==> config.mk <==
export PLATFORM = sky130hd
export DESIGN_NAME = prco_ctrl
export DESIGN_NICKNAME = d
export VERILOG_FILES = /design/src/rtl/prco_ctrl.sv
export SDC_FILE = /design/constraint.sdc
export NUM_CORES = 1
export LEC_CHECK = 0
export ABC_CLOCK_PERIOD_IN_PS = 2029
export BUFFER_PORTS_ARGS = -buffer_cell sky130_fd_sc_hd__clkbuf_2
export CAP_MARGIN = 30
export CELL_PAD_IN_SITES_DETAIL_PLACEMENT = 1
export CELL_PAD_IN_SITES_GLOBAL_PLACEMENT = 1
export CORE_MARGIN = 5
export CORE_UTILIZATION = 42
export CTS_BUF_LIST = sky130_fd_sc_hd__clkbuf_4 sky130_fd_sc_hd__clkbuf_8
export DETAILED_ROUTE_END_ITERATION = 8
export HOLD_SLACK_MARGIN = 0.15
export PLACE_DENSITY_LB_ADDON = 0.1
export SYNTH_ARGS = -nofsm -noshare
export SYNTH_HDL_FRONTEND = slang
export SYNTH_SLANG_ARGS = --single-unit
==> constraint.sdc <==
create_clock -name i_clk -period 2.03 [get_ports i_clk]
set_input_delay 0.203 -clock i_clk [delete_from_list [all_inputs] [get_ports i_clk]]
set_output_delay 0.203 -clock i_clk [all_outputs]
set_load 0.05 [all_outputs]
==> src/rtl/prco_ctrl.sv <==
// prco_ctrl: one-hot instruction sequencer for the prco core datapath.
// Latency: 6 cycles per instruction with 1-cycle-late mem ack, 8 with a RAM access.
// Backpressure: i_en=0 freezes state/PC/timeout; the mem wait is bounded by MEM_TIMEOUT.
//
// Ports:
//   i_clk, i_reset        clock, asynchronous active-high reset
//   i_en                  advance enable (0 freezes the sequencer)
//   i_mem_ack             lmem access complete (only looked at in FETCH/RAM)
//   i_dec_*               decoder flags: halt (DECODE), ram_req (EXEC), reg_we (EXEC/RAM exit)
//   i_branch_*            branch resolution, sampled on the WRITE->FETCH edge
//   q_state               one-hot state [0]RESET [1]FETCH [2]DECODE [3]READ
//                         [4]EXEC [5]RAM [6]WRITE [7]HALT
//   q_pc                  program counter
//   q_ce_*, q_reg_we      single-cycle stage enables, high in the first cycle of a state
//   q_mem_sel             lmem address source: 0 = q_pc, 1 = ALU result
//   q_fault               sticky memory-timeout flag
//   q_retired             retired-instruction count (only with PRCO_CTRL_PERF_EN)
//
// Optional feature macro: PRCO_CTRL_PERF_EN adds the q_retired counter port.

module prco_ctrl #(
  parameter logic [15:0] RESET_PC    = 16'h0000,
  parameter int unsigned MEM_TIMEOUT = 15
) (
  input  logic        i_clk,
  input  logic        i_reset,
  input  logic        i_en,
  input  logic        i_mem_ack,
  input  logic        i_dec_halt,
  input  logic        i_dec_ram_req,
  input  logic        i_dec_reg_we,
  input  logic        i_branch_taken,
  input  logic [15:0] i_branch_target,
  output logic [7:0]  q_state,
  output logic [15:0] q_pc,
  output logic        q_ce_fetch,
  output logic        q_ce_dec,
  output logic        q_ce_reg,
  output logic        q_ce_alu,
  output logic        q_ce_ram,
  output logic        q_reg_we,
  output logic        q_mem_sel,
  output logic        q_fault
`ifdef PRCO_CTRL_PERF_EN
  ,
  output logic [31:0] q_retired
`endif
);

  typedef enum logic [7:0] {
    S_RESET  = 8'h01,
    S_FETCH  = 8'h02,
    S_DECODE = 8'h04,
    S_READ   = 8'h08,
    S_EXEC   = 8'h10,
    S_RAM    = 8'h20,
    S_WRITE  = 8'h40,
    S_HALT   = 8'h80
  } state_t;

  // The counter holds the number of ack-less enabled cycles already spent in
  // the current wait state, so the MEM_TIMEOUT-th such cycle is the one that
  // sees TO_LAST; an ack in that same cycle is checked first and wins.
  localparam logic [7:0] TO_LAST = 8'(MEM_TIMEOUT - 1);

  state_t     state;
  logic [7:0] tcnt;

  assign q_state = state;

  always_ff @(posedge i_clk or posedge i_reset) begin
    if (i_reset) begin
      state      <= S_RESET;
      q_pc       <= RESET_PC;
      tcnt       <= 8'd0;
      q_ce_fetch <= 1'b0;
      q_ce_dec   <= 1'b0;
      q_ce_reg   <= 1'b0;
      q_ce_alu   <= 1'b0;
      q_ce_ram   <= 1'b0;
      q_reg_we   <= 1'b0;
      q_mem_sel  <= 1'b0;
      q_fault    <= 1'b0;
`ifdef PRCO_CTRL_PERF_EN
      q_retired  <= 32'd0;
`endif
    end else begin
      // Pulses are one cycle wide regardless of i_en; they are only ever
      // raised on an enabled transition edge below.
      q_ce_fetch <= 1'b0;
      q_ce_dec   <= 1'b0;
      q_ce_reg   <= 1'b0;
      q_ce_alu   <= 1'b0;
      q_ce_ram   <= 1'b0;
      q_reg_we   <= 1'b0;

      if (i_en) begin
        unique case (state)
          S_RESET: begin
            state      <= S_FETCH;
            q_ce_fetch <= 1'b1;
            q_mem_sel  <= 1'b0;
            tcnt       <= 8'd0;
          end
          S_FETCH: begin
            if (i_mem_ack) begin
              state    <= S_DECODE;
              q_ce_dec <= 1'b1;
            end else if (tcnt == TO_LAST) begin
              state   <= S_HALT;
              q_fault <= 1'b1;
            end else begin
              tcnt <= tcnt + 8'd1;
            end
          end
          S_DECODE: begin
            if (i_dec_halt) begin
              state <= S_HALT;
            end else begin
              state    <= S_READ;
              q_ce_reg <= 1'b1;
            end
          end
          S_READ: begin
            state    <= S_EXEC;
            q_ce_alu <= 1'b1;
          end
          S_EXEC: begin
            if (i_dec_ram_req) begin
              state     <= S_RAM;
              q_ce_ram  <= 1'b1;
              q_mem_sel <= 1'b1;
              tcnt      <= 8'd0;
            end else begin
              state    <= S_WRITE;
              q_reg_we <= i_dec_reg_we;
            end
          end
          S_RAM: begin
            if (i_mem_ack) begin
              state     <= S_WRITE;
              q_reg_we  <= i_dec_reg_we;
              q_mem_sel <= 1'b0;
            end else if (tcnt == TO_LAST) begin
              // Park the address mux back on the PC once the access is abandoned.
              state     <= S_HALT;
              q_fault   <= 1'b1;
              q_mem_sel <= 1'b0;
            end else begin
              tcnt <= tcnt + 8'd1;
            end
          end
          S_WRITE: begin
            state      <= S_FETCH;
            q_ce_fetch <= 1'b1;
            tcnt       <= 8'd0;
            q_pc       <= i_branch_taken ? i_branch_target : q_pc + 16'd1;
`ifdef PRCO_CTRL_PERF_EN
            q_retired  <= q_retired + 32'd1;
`endif
          end
          S_HALT: begin
            state <= S_HALT;
          end
          default: begin
            // Unreachable for a legal one-hot value; restart cleanly.
            state <= S_RESET;
          end
        endcase
      end
    end
  end

endmodule
==> results of run 1 <==
==> final cells by class <==
class                   count  area share
clock buffers               8      0.0331
repair buffers             71       0.139
inverters                  11      0.0140
flip-flops and latches     40       0.341
well taps                  72      0.0306
multi-input cells         206       0.442
==> worst max-delay path, delay by kind of cell (launching register included) <==
| family | cells | cell delay [ps] |
|---|---|---|
| compound gates | 4 | 760 |
| simple gates | 1 | 560 |
| flops | 1 | 490 |
==> placed cells by master, fill, tap and decap left out, drive strengths merged, types with 8 or more instances in the layout <==
| master | n |
|---|---|
| a21oi | 25 |
| buf | 15 |
| nand3 | 14 |
| clkbuf | 63 |
| nor2 | 14 |
| inv | 11 |
| nand2 | 15 |
| dfrtp | 39 |
| and3 | 8 |
| o21ai | 36 |
| nor3 | 15 |
| a21o | 8 |
==> report_power, final <==
group | leakage [nW] | total (mW) | switching (mW) | internal (mW)
clock network | 0.0523 | 0.585 | 0.281 | 0.304
registers | 0.543 | 0.982 | 0.112 | 0.870
logic | 0.858 | 0.930 | 0.579 | 0.351
==> cell families (layout without fill, tap and decap cells) <==
logic type / Yosys count / in the layout / synth area share
mux: 2 / 2 / 0.00882
flops: 40 / 40 / 0.416
simple gates: 106 / 106 / 0.256
xor+xnor: 3 / 3 / 0.0109
fa+ha+maj: 3 / 3 / 0.0156
buf+inv: 25 / 90 / 0.0467
compound gates: 92 / 92 / 0.247
==> path summary, 6_finish.rpt <==
kind	to	slack, ps	startpoint
min	q_ce_reg	160	i_dec_halt
min in group asynchronous	q_reg_we	540	i_reset
max in group asynchronous	q_state[0]	870	i_reset
max reg2reg	tcnt[5]	100	q_state[2]
max	tcnt[5]	100	q_state[2]
min reg2reg	q_fault	470	q_fault
==> through the flow <==
stage | utilization | instances | cell area, um^2 | setup WS (ps) | total power, mW
4_1_cts | 0.531 | 408 | 2940 | 81.8 | 2.52
3_5_place_dp | 0.511 | 399 | 2830 | 94.7 | 1.93
5_1_grt | 0.532 | 408 | 2950 | 8.04 | 2.65
6_report | 0.532 | 408 | 2950 | 99.7 | 2.50
2_1_floorplan | - | 271 | 2410 | 25.1 | 1.67
3_3_place_gp | 0.511 | 399 | 2830 | 180 | 1.91
==> cells in the mapped netlist, types with 2 or more instances <==
cell type,number,share of area
nor2b_1,6,0.016
buf_2,9,0.019
and3_1,7,0.018
nand2b_1,4,0.010
o21ai_0,33,0.069
dfrtp_1,39,0.40
o41ai_2,2,0.013
and2_1,4,0.010
nand2_1,14,0.022
and4b_1,2,0.0083
and4_1,2,0.0073
a21o_1,8,0.025
or3_1,3,0.0078
a31oi_1,3,0.0078
nor3_1,15,0.031
inv_1,10,0.016
a31o_2,3,0.011
ha_1,3,0.016
nand4b_1,2,0.0073
nor2_1,14,0.022
a21oi_1,25,0.052
xor2_1,3,0.011
nor4_1,2,0.0052
clkbuf_1,3,0.0047
nand3_1,14,0.029
nor3b_1,2,0.0062
nand4_1,6,0.016
o21ai_1,3,0.0062
a22oi_1,2,0.0062
==> layer usage <==
| layer | GRT usage | share of wire |
|---|---|---|
| met2 | 0.337 | 0.51 |
| met3 | 0.0432 | 0.046 |
| met5 | 0 | 0 |
| met4 | 0.0504 | 0.011 |
| met1 | 0.244 | 0.43 |
==> repair_timing <==
action	4_1_cts	5_1_grt
endpoints found under the setup margin	0	7
hold buffers	1	0
gates resized for setup	0	2
endpoints found under the hold margin	14	0
==> results by group, run 1 <==
Logic synthesis
  • Post-synthesis cell type count: between 50 and 60
  • Fraction of synthesis flops using an asynchronous set or reset pin: 1.00
  • Post-synthesis instance total: 271
  • Flip-flop cell with the highest count after synthesis: dfrtp_1
  • Average size of a mapped cell: 8.90 um^2
  • Count of flip-flops with a built-in enable after synthesis: 0
  • Synthesized cell area: 0.00241 mm^2
  • Sequential element share of the synthesized area: 0.416
  • Total number of yosys warnings: 0
  • Synth Register Bits: 40
  • Number of nets produced by synthesis: 298

Global routing
  • Initial antenna violation count: 0
  • Pin count of the biggest net entering global routing: 27
  • Wire length of the first global-routing pass: approximately 11000 um
  • Via count of the first global-routing pass: about 2400
  • Final global-route overflow total: 0
  • Total global-route track usage: 0.194

Floorplanning
  • Std cell rows: 27
  • Width of the die: 85.8 um
  • Die Height: 85.8 um
  • Initial core utilization: 0.435
  • Area of the die: 0.00736 mm^2
  • Placeable core area: 0.00554 mm^2
  • Number of placed I/O pins: 56

Run
  • Total of max-cap violations: 0

Clock network
  • Clock Latency Late Sink: 290 ps
  • Number of buffers inserted to repair setup after CTS: 0
  • Clock slew at the register clock pins of the worst setup and hold paths: about 80 ps
  • TritonCTS clock tree: yes
  • Buffer type at the clock tree root: clkbuf_8
  • Number of sinks handled by clock tree synthesis: 40
  • H-tree depth reported by CTS: 2
  • Number of buffers between clock root and the deepest sink: 2
  • TritonCTS buffer count: 5

Final layout
  • Layout overhead on the synthesized area: 22.2%
  • Reg with most FFs: q_pc
  • Fraction of final layout cells with drive strength greater than 1: 0.289
  • Largest register FFs: 16
  • Total of fill cells in the finished design: around 700
  • Nets: 362
  • Combined area of the multi-input logic cells: 0.00130 mm^2
  • Antenna diode instance count: 0
  • FF+latch area: roughly 0.001 mm^2

Timing
  • Worst Max-Slew Pin Slew: a little over 600 ps
  • Final clock period utilization by the worst path: 0.951
  • Max_slew headroom: 0.589
  • Final slew viol count: 0
  • Final hold violation count: 0
  • Max Fclk: 518 MHz
  • Setup TNS: 0 ps
  • Final Hold Slack: 161 ps
  • Final setup vio count: 0
  • Tmin final: 1930 ps
  • Final worst clock skew: roughly 6.2 ps
  • Setup repair after global routing missed its margin: false

Drt
  • Post-route ant nets: 0
  • Average wire per standard cell: 16.7 um
  • Detailed Route Iter0 Violations: 92
  • DRC violation count after routing: 0
  • Ratio of routed vias to standard cells: approximately 5.7
  • Routed wire length: 6830 um
  • Pre-Repair DR Iteration Count: 4
  • Count of vias placed by the detailed router: 2322

Worst setup path
  • Required @ worst endpoint: 2210 ps
  • Cell type of the slowest stage on the worst timing path: or4b_4
  • Count of cells along the worst register-to-register path: 5
  • Worst path max stage delay: roughly 560 ps
  • Critical path peak fanout: 11
  • CP Capture Type: flip-flop
  • Kind of start point of the critical path: flip-flop
  • Cell breakdown of the critical path: or4b_4 > a31oi_2 > o21ai_1 > o21ai_0 > o41ai_2
  • Critical setup path kind: flip-flop to flip-flop
  • Data arrival time of the worst path: 2110 ps

Pwr
  • Largest voltage drop on the vdd net: 0.000470 V
  • Reported leakage power: 1.45 nW
  • Pwr/cell area: 848 mW/mm^2

Placement
  • Half-perimeter wire length after detailed placement: 5290 um
  • Number of buffer cells added on primary ports: 55
  • Routability congestion estimate from global placement: 0.843

Run status
  • Outcome: finished, final reports clean

Worst hold path
  • Hold depth: 3
  • Type of the tightest min-delay check: primary input to flip-flop
Note: power is estimated with default switching activity, not from simulation.
==> run 2: changes to the inputs <==
- CORE_UTILIZATION: 42 -> 40
- CTS_BUF_LIST: sky130_fd_sc_hd__clkbuf_4 sky130_fd_sc_hd__clkbuf_8 -> unset
==> run 2 against run 1 <==
Effect of this change: via count grew 0.90%; register-to-register slack is essentially flat; sequential cell count is the same; count of clock-buffer cells in the layout shrank 2; sequential power shrank 0.6%; clock skew grew 1.1 ps.
==> results by group, run 2 (synthesis gave the netlist of run 1 again) <==
Placement
  • Number of buffer cells added on primary ports: 55 (unchanged)
  • Number of cells after detailed placement: 405 (+1.5%)
  • Routability congestion estimate from global placement: 0.845 (+0.31%)
  • Half-perimeter wire length after detailed placement: 5220 um (-1.3%)

Worst setup path
  • CP Capture Type: flip-flop
  • Data arrival time of the worst path: 2090 ps (-20 ps)
  • Cell type of the slowest stage on the worst timing path: or4b_4
  • Required @ worst endpoint: 2200 ps (about the same)
  • Worst path max stage delay: 560 ps (about the same)
  • Cell breakdown of the critical path: or4b_4 > a31oi_2 > o21ai_1 > o21ai_0 > o41ai_2
  • Sum of buffers and inverters on the critical path: 0 (unchanged)
  • Crit. path cell count: 5 (unchanged)
  • Critical setup path kind: flip-flop to flip-flop
  • Critical path peak fanout: 11 (unchanged)
  • Kind of start point of the critical path: flip-flop
  • Register-to-Register Setup Slack: 100 ps (about the same)
  • Crit path max-delay family: compound AO/OA/AOI/OAI gates
  • Count of cells along the worst register-to-register path: 5 (unchanged)

Final layout
  • Layout overhead on the synthesized area: 22.3% (about the same)
  • Most frequent cells in the layout: clkbuf_2, dfrtp_1, o21ai_0
  • Most common library cell in the layout ignoring fill and taps: clkbuf_2
  • Antenna diode instance count: 0 (unchanged)
  • Final instance count without filler cells: 414 (+1.5%)
  • Nets: 365 (+0.83%)
  • Largest register FFs: 16 (unchanged)
  • Reg with most FFs: q_pc
  • Fraction of final layout cells with drive strength greater than 1: 0.292 (+0.00334)

Run
  • Total of max-cap violations: 0 (unchanged)

Drt
  • Pre-Repair DR Iteration Count: 4 (unchanged)
  • Routed wire length: 6820 um (-0.16%)
  • Detailed Route Iter0 Violations: 88 (-4.3%)
  • Average wire per standard cell: 16.5 um (-1.6%)
  • Ratio of routed vias to standard cells: 5.66 (-0.56%)
  • DRC violation count after routing: 0 (unchanged)
  • Count of vias placed by the detailed router: 2343 (+0.90%)
  • Post-route ant nets: 0 (unchanged)

Floorplanning
  • Placeable core area: 0.00589 mm^2 (+6.2%)
  • Number of placed I/O pins: 56 (unchanged)
  • Area of the die: 0.00768 mm^2 (+4.4%)
  • Die Height: 87.6 um (+2.2%)
  • Width of the die: 87.6 um (+2.2%)
  • Initial core utilization: 0.410 (-0.0255)
  • Std cell rows: 28 (+3.7%)

Timing
  • Tmin final: 1930 ps (-4.89 ps)
  • Final slew viol count: 0 (unchanged)
  • Setup repair after global routing missed its margin: false
  • Setup TNS: 0 ps (unchanged)
  • Max Fclk: 519 MHz (+0.25%)
  • Final hold violation count: 0 (unchanged)
  • Final setup vio count: 0 (unchanged)
  • Final clock period utilization by the worst path: 0.948 (-0.00241)
  • Max_slew headroom: 0.656 (+0.0673)
  • Final worst clock skew: 7.36 ps (+1.13 ps)
  • Worst Max-Slew Pin Slew: 516 ps (-100 ps)

Pwr
  • Reported leakage power: 1.46 nW (+0.60%)
  • Largest voltage drop on the vdd net: 0.000472 V (+0.58%)
  • Pwr/cell area: 839 mW/mm^2 (-1.1%)

Global routing
  • Pin count of the biggest net entering global routing: 41 (+52%)
  • Final global-route overflow total: 0 (unchanged)
  • Total global-route track usage: 0.185 (-0.00891)
  • Wire length of the first global-routing pass: 11300 um (-1.4%)
  • Initial antenna violation count: 0 (unchanged)
  • Via count of the first global-routing pass: 2372 (-0.042%)

Run status
  • Outcome: finished, final reports clean

Clock network
  • TritonCTS buffer count: 5 (unchanged)
  • Clock slew at the register clock pins of the worst setup and hold paths: 80 ps (about the same)
  • CTS-repair resized insts: 0 (unchanged)
  • Number of sinks handled by clock tree synthesis: 40 (unchanged)
  • Clock Latency Late Sink: 300 ps (about the same)
  • H-tree depth reported by CTS: 2 (unchanged)
  • TritonCTS clock tree: yes
  • Number of buffers inserted to repair setup after CTS: 0 (unchanged)
  • Number of buffers between clock root and the deepest sink: 2 (unchanged)
  • Buffer type at the clock tree root: clkbuf_8

Worst hold path
  • Type of the tightest min-delay check: primary input to flip-flop
  • Hold depth: 3 (unchanged)
[run 2: what timing repair did]
action                                  CTS  global route
hold buffers                              1             0
hold endpoints to repair                 39             0
endpoints found under the setup margin    0             0
[run 2: where the power goes]
part           switching, mW  internal, mW  total, mW
logic                  0.591         0.349      0.940
registers              0.106         0.870      0.976
clock network          0.285         0.271      0.557
[run 2: final timing paths]
path | start | to
max in group asynchronous | i_reset | q_state[2]
min in group asynchronous | i_reset | tcnt[0]
min | i_branch_target[0] | q_pc[0]
max reg2reg | q_state[2] | tcnt[5]
max | q_state[2] | tcnt[5]
min reg2reg | q_fault | q_fault
[run 2: per-layer routing]
metal	routed length (um)	global-route usage	up-vias
met4	90	0.0572	0
met3	309	0.0357	7
met2	3470	0.329	41
li1	-	-	1136
met1	2950	0.226	1159
met5	0	0	-
[run 2: stage by stage]
| step | cell area, um^2 | hold slack (ps) | utilization | power (mW) | worst slack (ps) |
|---|---|---|---|---|---|
| 3_3_place_gp | 2850 | 348 | 0.484 | 1.92 | 172 |
| 4_1_cts | 2950 | 152 | 0.501 | 2.51 | 103 |
| 3_5_place_dp | 2850 | 353 | 0.484 | 1.94 | 133 |
| 5_1_grt | 2950 | 161 | 0.501 | 2.63 | 0.819 |
| 2_1_floorplan | 2410 | 348 | - | 1.67 | 25.1 |
| 6_report | 2950 | 156 | 0.501 | 2.47 | 105 |
[run 2: tightest hold or removal path, delay by kind of cell]
kind | cells | cell delay, ps
buf+inv | 1 | 90
simple gates | 2 | 130
[run 2: final cells by class]
class                           count  area (um^2)
Sequential cell                    40         1000
Timing Repair Buffer               74          420
Fill cell                         741         2940
Clock buffer                        6         82.6
Inverter                           11         41.3
Tap cell                           75         93.8
Clock inverter                      2         10.0
Multi-Input combinational cell    206         1300
==> run 3: changes to the inputs <==
- CORE_ASPECT_RATIO: unset -> 1.5
==> run 3 against run 2 <==
Effect of this change: core utilization is 0.22 points higher; sequential share of layout area is 0.19 points higher; register-to-register slack hardly changed; worst hold slack worse by 12 ps; setup slack better by 2.6 ps; count of clock-buffer cells in the layout is 2 higher; highest routed layer unchanged; critical path type unchanged.
==> results by group, run 3 (synthesis gave the netlist of run 1 again) <==
Pwr
  • Reported leakage power: 1.44 nW (-1.2%)
  • Largest voltage drop on the vdd net: 0.000472 V (about the same)
  • Pwr/cell area: 842 mW/mm^2 (+0.36%)
  • Power Total: 2.47 mW (-0.19%)

Global routing
  • Wire length of the first global-routing pass: 11900 um (+4.9%)
  • Final global-route overflow total: 0 (unchanged)
  • Pin count of the biggest net entering global routing: 26 (-37%)
  • Initial antenna violation count: 0 (unchanged)
  • Total global-route track usage: 0.193 (+0.00762)
  • Via count of the first global-routing pass: 2441 (+2.9%)

Timing
  • Final hold violation count: 0 (unchanged)
  • Final slew viol count: 0 (unchanged)
  • Final clock period utilization by the worst path: 0.947 (-0.00129)
  • Tmin final: 1920 ps (-2.63 ps)
  • Worst Max-Slew Pin Slew: 669 ps (+153 ps)
  • Max_slew headroom: 0.554 (-0.102)
  • Final critical-path setup slack: 107 ps (+2.63 ps)
  • Setup repair after global routing missed its margin: false
  • Setup TNS: 0 ps (unchanged)
  • Final setup vio count: 0 (unchanged)
  • Max Fclk: 520 MHz (+0.14%)
  • Final worst clock skew: 3.64 ps (-3.72 ps)

Floorplanning
  • Placeable core area: 0.00583 mm^2 (-0.98%)
  • Area of the die: 0.00771 mm^2 (+0.42%)
  • Width of the die: 73.4 um (-16%)
  • Initial core utilization: 0.414 (+0.00405)
  • Std cell rows: 34 (+21%)
  • Die Height: 105 um (+20%)
  • Number of placed I/O pins: 56 (unchanged)

Worst setup path
  • Data arrival time of the worst path: 2100 ps (about the same)
  • Required @ worst endpoint: 2200 ps (about the same)
  • Worst path max stage delay: 590 ps (+30 ps)
  • Worst setup path start: q_state[7]
  • Critical path peak fanout: 6 (-5)
  • Startpoint of the most critical register-to-register path: q_state[7]
  • Sum of buffers and inverters on the critical path: 0 (unchanged)
  • Count of cells along the worst register-to-register path: 5 (unchanged)
  • CP Capture Type: flip-flop
  • Kind of start point of the critical path: flip-flop
  • Crit path max-delay family: compound AO/OA/AOI/OAI gates
  • CP Capture Point: tcnt[5]
  • Crit. path cell count: 5 (unchanged)
  • Register-to-Register Setup Slack: 110 ps (about the same)
  • Worst reg2reg path endpoint: tcnt[5]
  • Cell breakdown of the critical path: or4b_4 > a31oi_2 > o21ai_1 > o21ai_0 > o41ai_2
  • Cell type of the slowest stage on the worst timing path: or4b_4
  • Critical setup path kind: flip-flop to flip-flop

Placement
  • Number of buffer cells added on primary ports: 55 (unchanged)
  • Dpl cell area: 0.00283 mm^2 (-0.48%)
  • Half-perimeter wire length after detailed placement: 5460 um (+4.6%)
  • Routability congestion estimate from global placement: 0.817 (-3.3%)
  • Worst setup slack before clock tree synthesis: 115 ps (-18.1 ps)

Drt
  • Post-route ant nets: 0 (unchanged)
  • Average wire per standard cell: 17.4 um (+5.8%)
  • Ratio of routed vias to standard cells: 5.69 (+0.56%)
  • Routed wire length: 7110 um (+4.2%)
  • Pre-Repair DR Iteration Count: 4 (unchanged)
  • DRC violation count after routing: 0 (unchanged)
  • Detailed Route Iter0 Violations: 95 (+8.0%)
  • Count of vias placed by the detailed router: 2322 (-0.90%)

Clock network
  • TritonCTS buffer count: 5 (unchanged)
  • Clock Latency Late Sink: 290 ps (about the same)
  • Number of sinks handled by clock tree synthesis: 40 (unchanged)
  • H-tree depth reported by CTS: 2 (unchanged)
  • TritonCTS clock tree: yes
  • Clock slew at the register clock pins of the worst setup and hold paths: 80 ps (about the same)
  • Buffer type at the clock tree root: clkbuf_8
  • Number of buffers between clock root and the deepest sink: 2 (unchanged)

Final layout
  • Layout overhead on the synthesized area: 21.6%
  • Fraction of final layout cells with drive strength greater than 1: 0.280 (-0.0123)
  • Final design instance area without fill: 0.00293 mm^2 (-0.55%)
  • Largest register FFs: 16 (unchanged)
  • Most common library cell in the layout ignoring fill and taps: clkbuf_2
  • Total of fill cells in the finished design: 716 (-3.4%)
  • Reg with most FFs: q_pc
  • Nets: 362 (-0.82%)
  • Antenna diode instance count: 0 (unchanged)
  • Most frequent cells in the layout: clkbuf_2, dfrtp_1, o21ai_0

Run
  • Total of max-cap violations: 0 (unchanged)

Worst hold path
  • Hold depth: 3 (unchanged)
  • Type of the tightest min-delay check: primary input to flip-flop

Run status
  • Outcome: finished, final reports clean
-- run 3: changes by cell type in the layout (fill, tap and decap cells not counted) --
cell / change
buf_12: +1
buf_4: -4
clkbuf_1: +2
clkinv_2: -2
o21ai_0: -1
o21ai_1: +1
-- run 3: worst min-delay path, cell delays in order --
cell and delay [ps]:
clkbuf_2 80, nand3_1 70, nand2_1 50
-- run 3: worst min path at each step --
stage / start / to
after global placement: i_reset / q_ce_fetch
after detailed placement: i_reset / q_ce_fetch
final: i_branch_target[0] / q_pc[0]
after global routing: i_branch_target[0] / q_pc[0]
after CTS: i_branch_target[0] / q_pc[0]
after floorplan: i_branch_target[0] / q_pc[0]
-- run 3: area by class of cell --
cell class | count | area, um^2 | area share
inverter | 11 | 41.3 | 0.0141
tap | 72 | 90.1 | 0.0307
clock buffer | 8 | 90.1 | 0.0307
sequential | 40 | 1000 | 0.343
multi-input combinational | 206 | 1300 | 0.442
timing repair buffer | 71 | 410 | 0.140
-- run 3: report_power, final --
part / leakage [nW] / switching [mW] / internal (mW)
clock: 0.0455 / 0.280 / 0.278
sequential: 0.543 / 0.116 / 0.870
combinational: 0.856 / 0.585 / 0.339
-- run 3: through the flow --
stage	utilization	hold WS [ps]	cells
after floorplan	-	348	271
after global placement	0.486	296	399
after detailed placement	0.486	317	399
after CTS	0.503	156	408
after global routing	0.503	162	408
final	0.503	144	408
-- run 3: timing repair --
action / CTS / global route
hold buffers: 1 / 0
resized for setup: 0 / 1
hold endpoints to repair: 14 / 0
buffers inserted: 0 / 0
endpoints found under the setup margin: 0 / 1
-- run 3: layer usage --
layer | part of all wire | wire length, um | GRT usage | vias up
met4 | 0.016 | 112 | 0.0544 | 0
met1 | 0.40 | 2820 | 0.217 | 1142
met2 | 0.55 | 3900 | 0.360 | 38
li1 | - | - | - | 1135
met3 | 0.038 | 272 | 0.0327 | 7
met5 | 0 | 0 | 0 | -
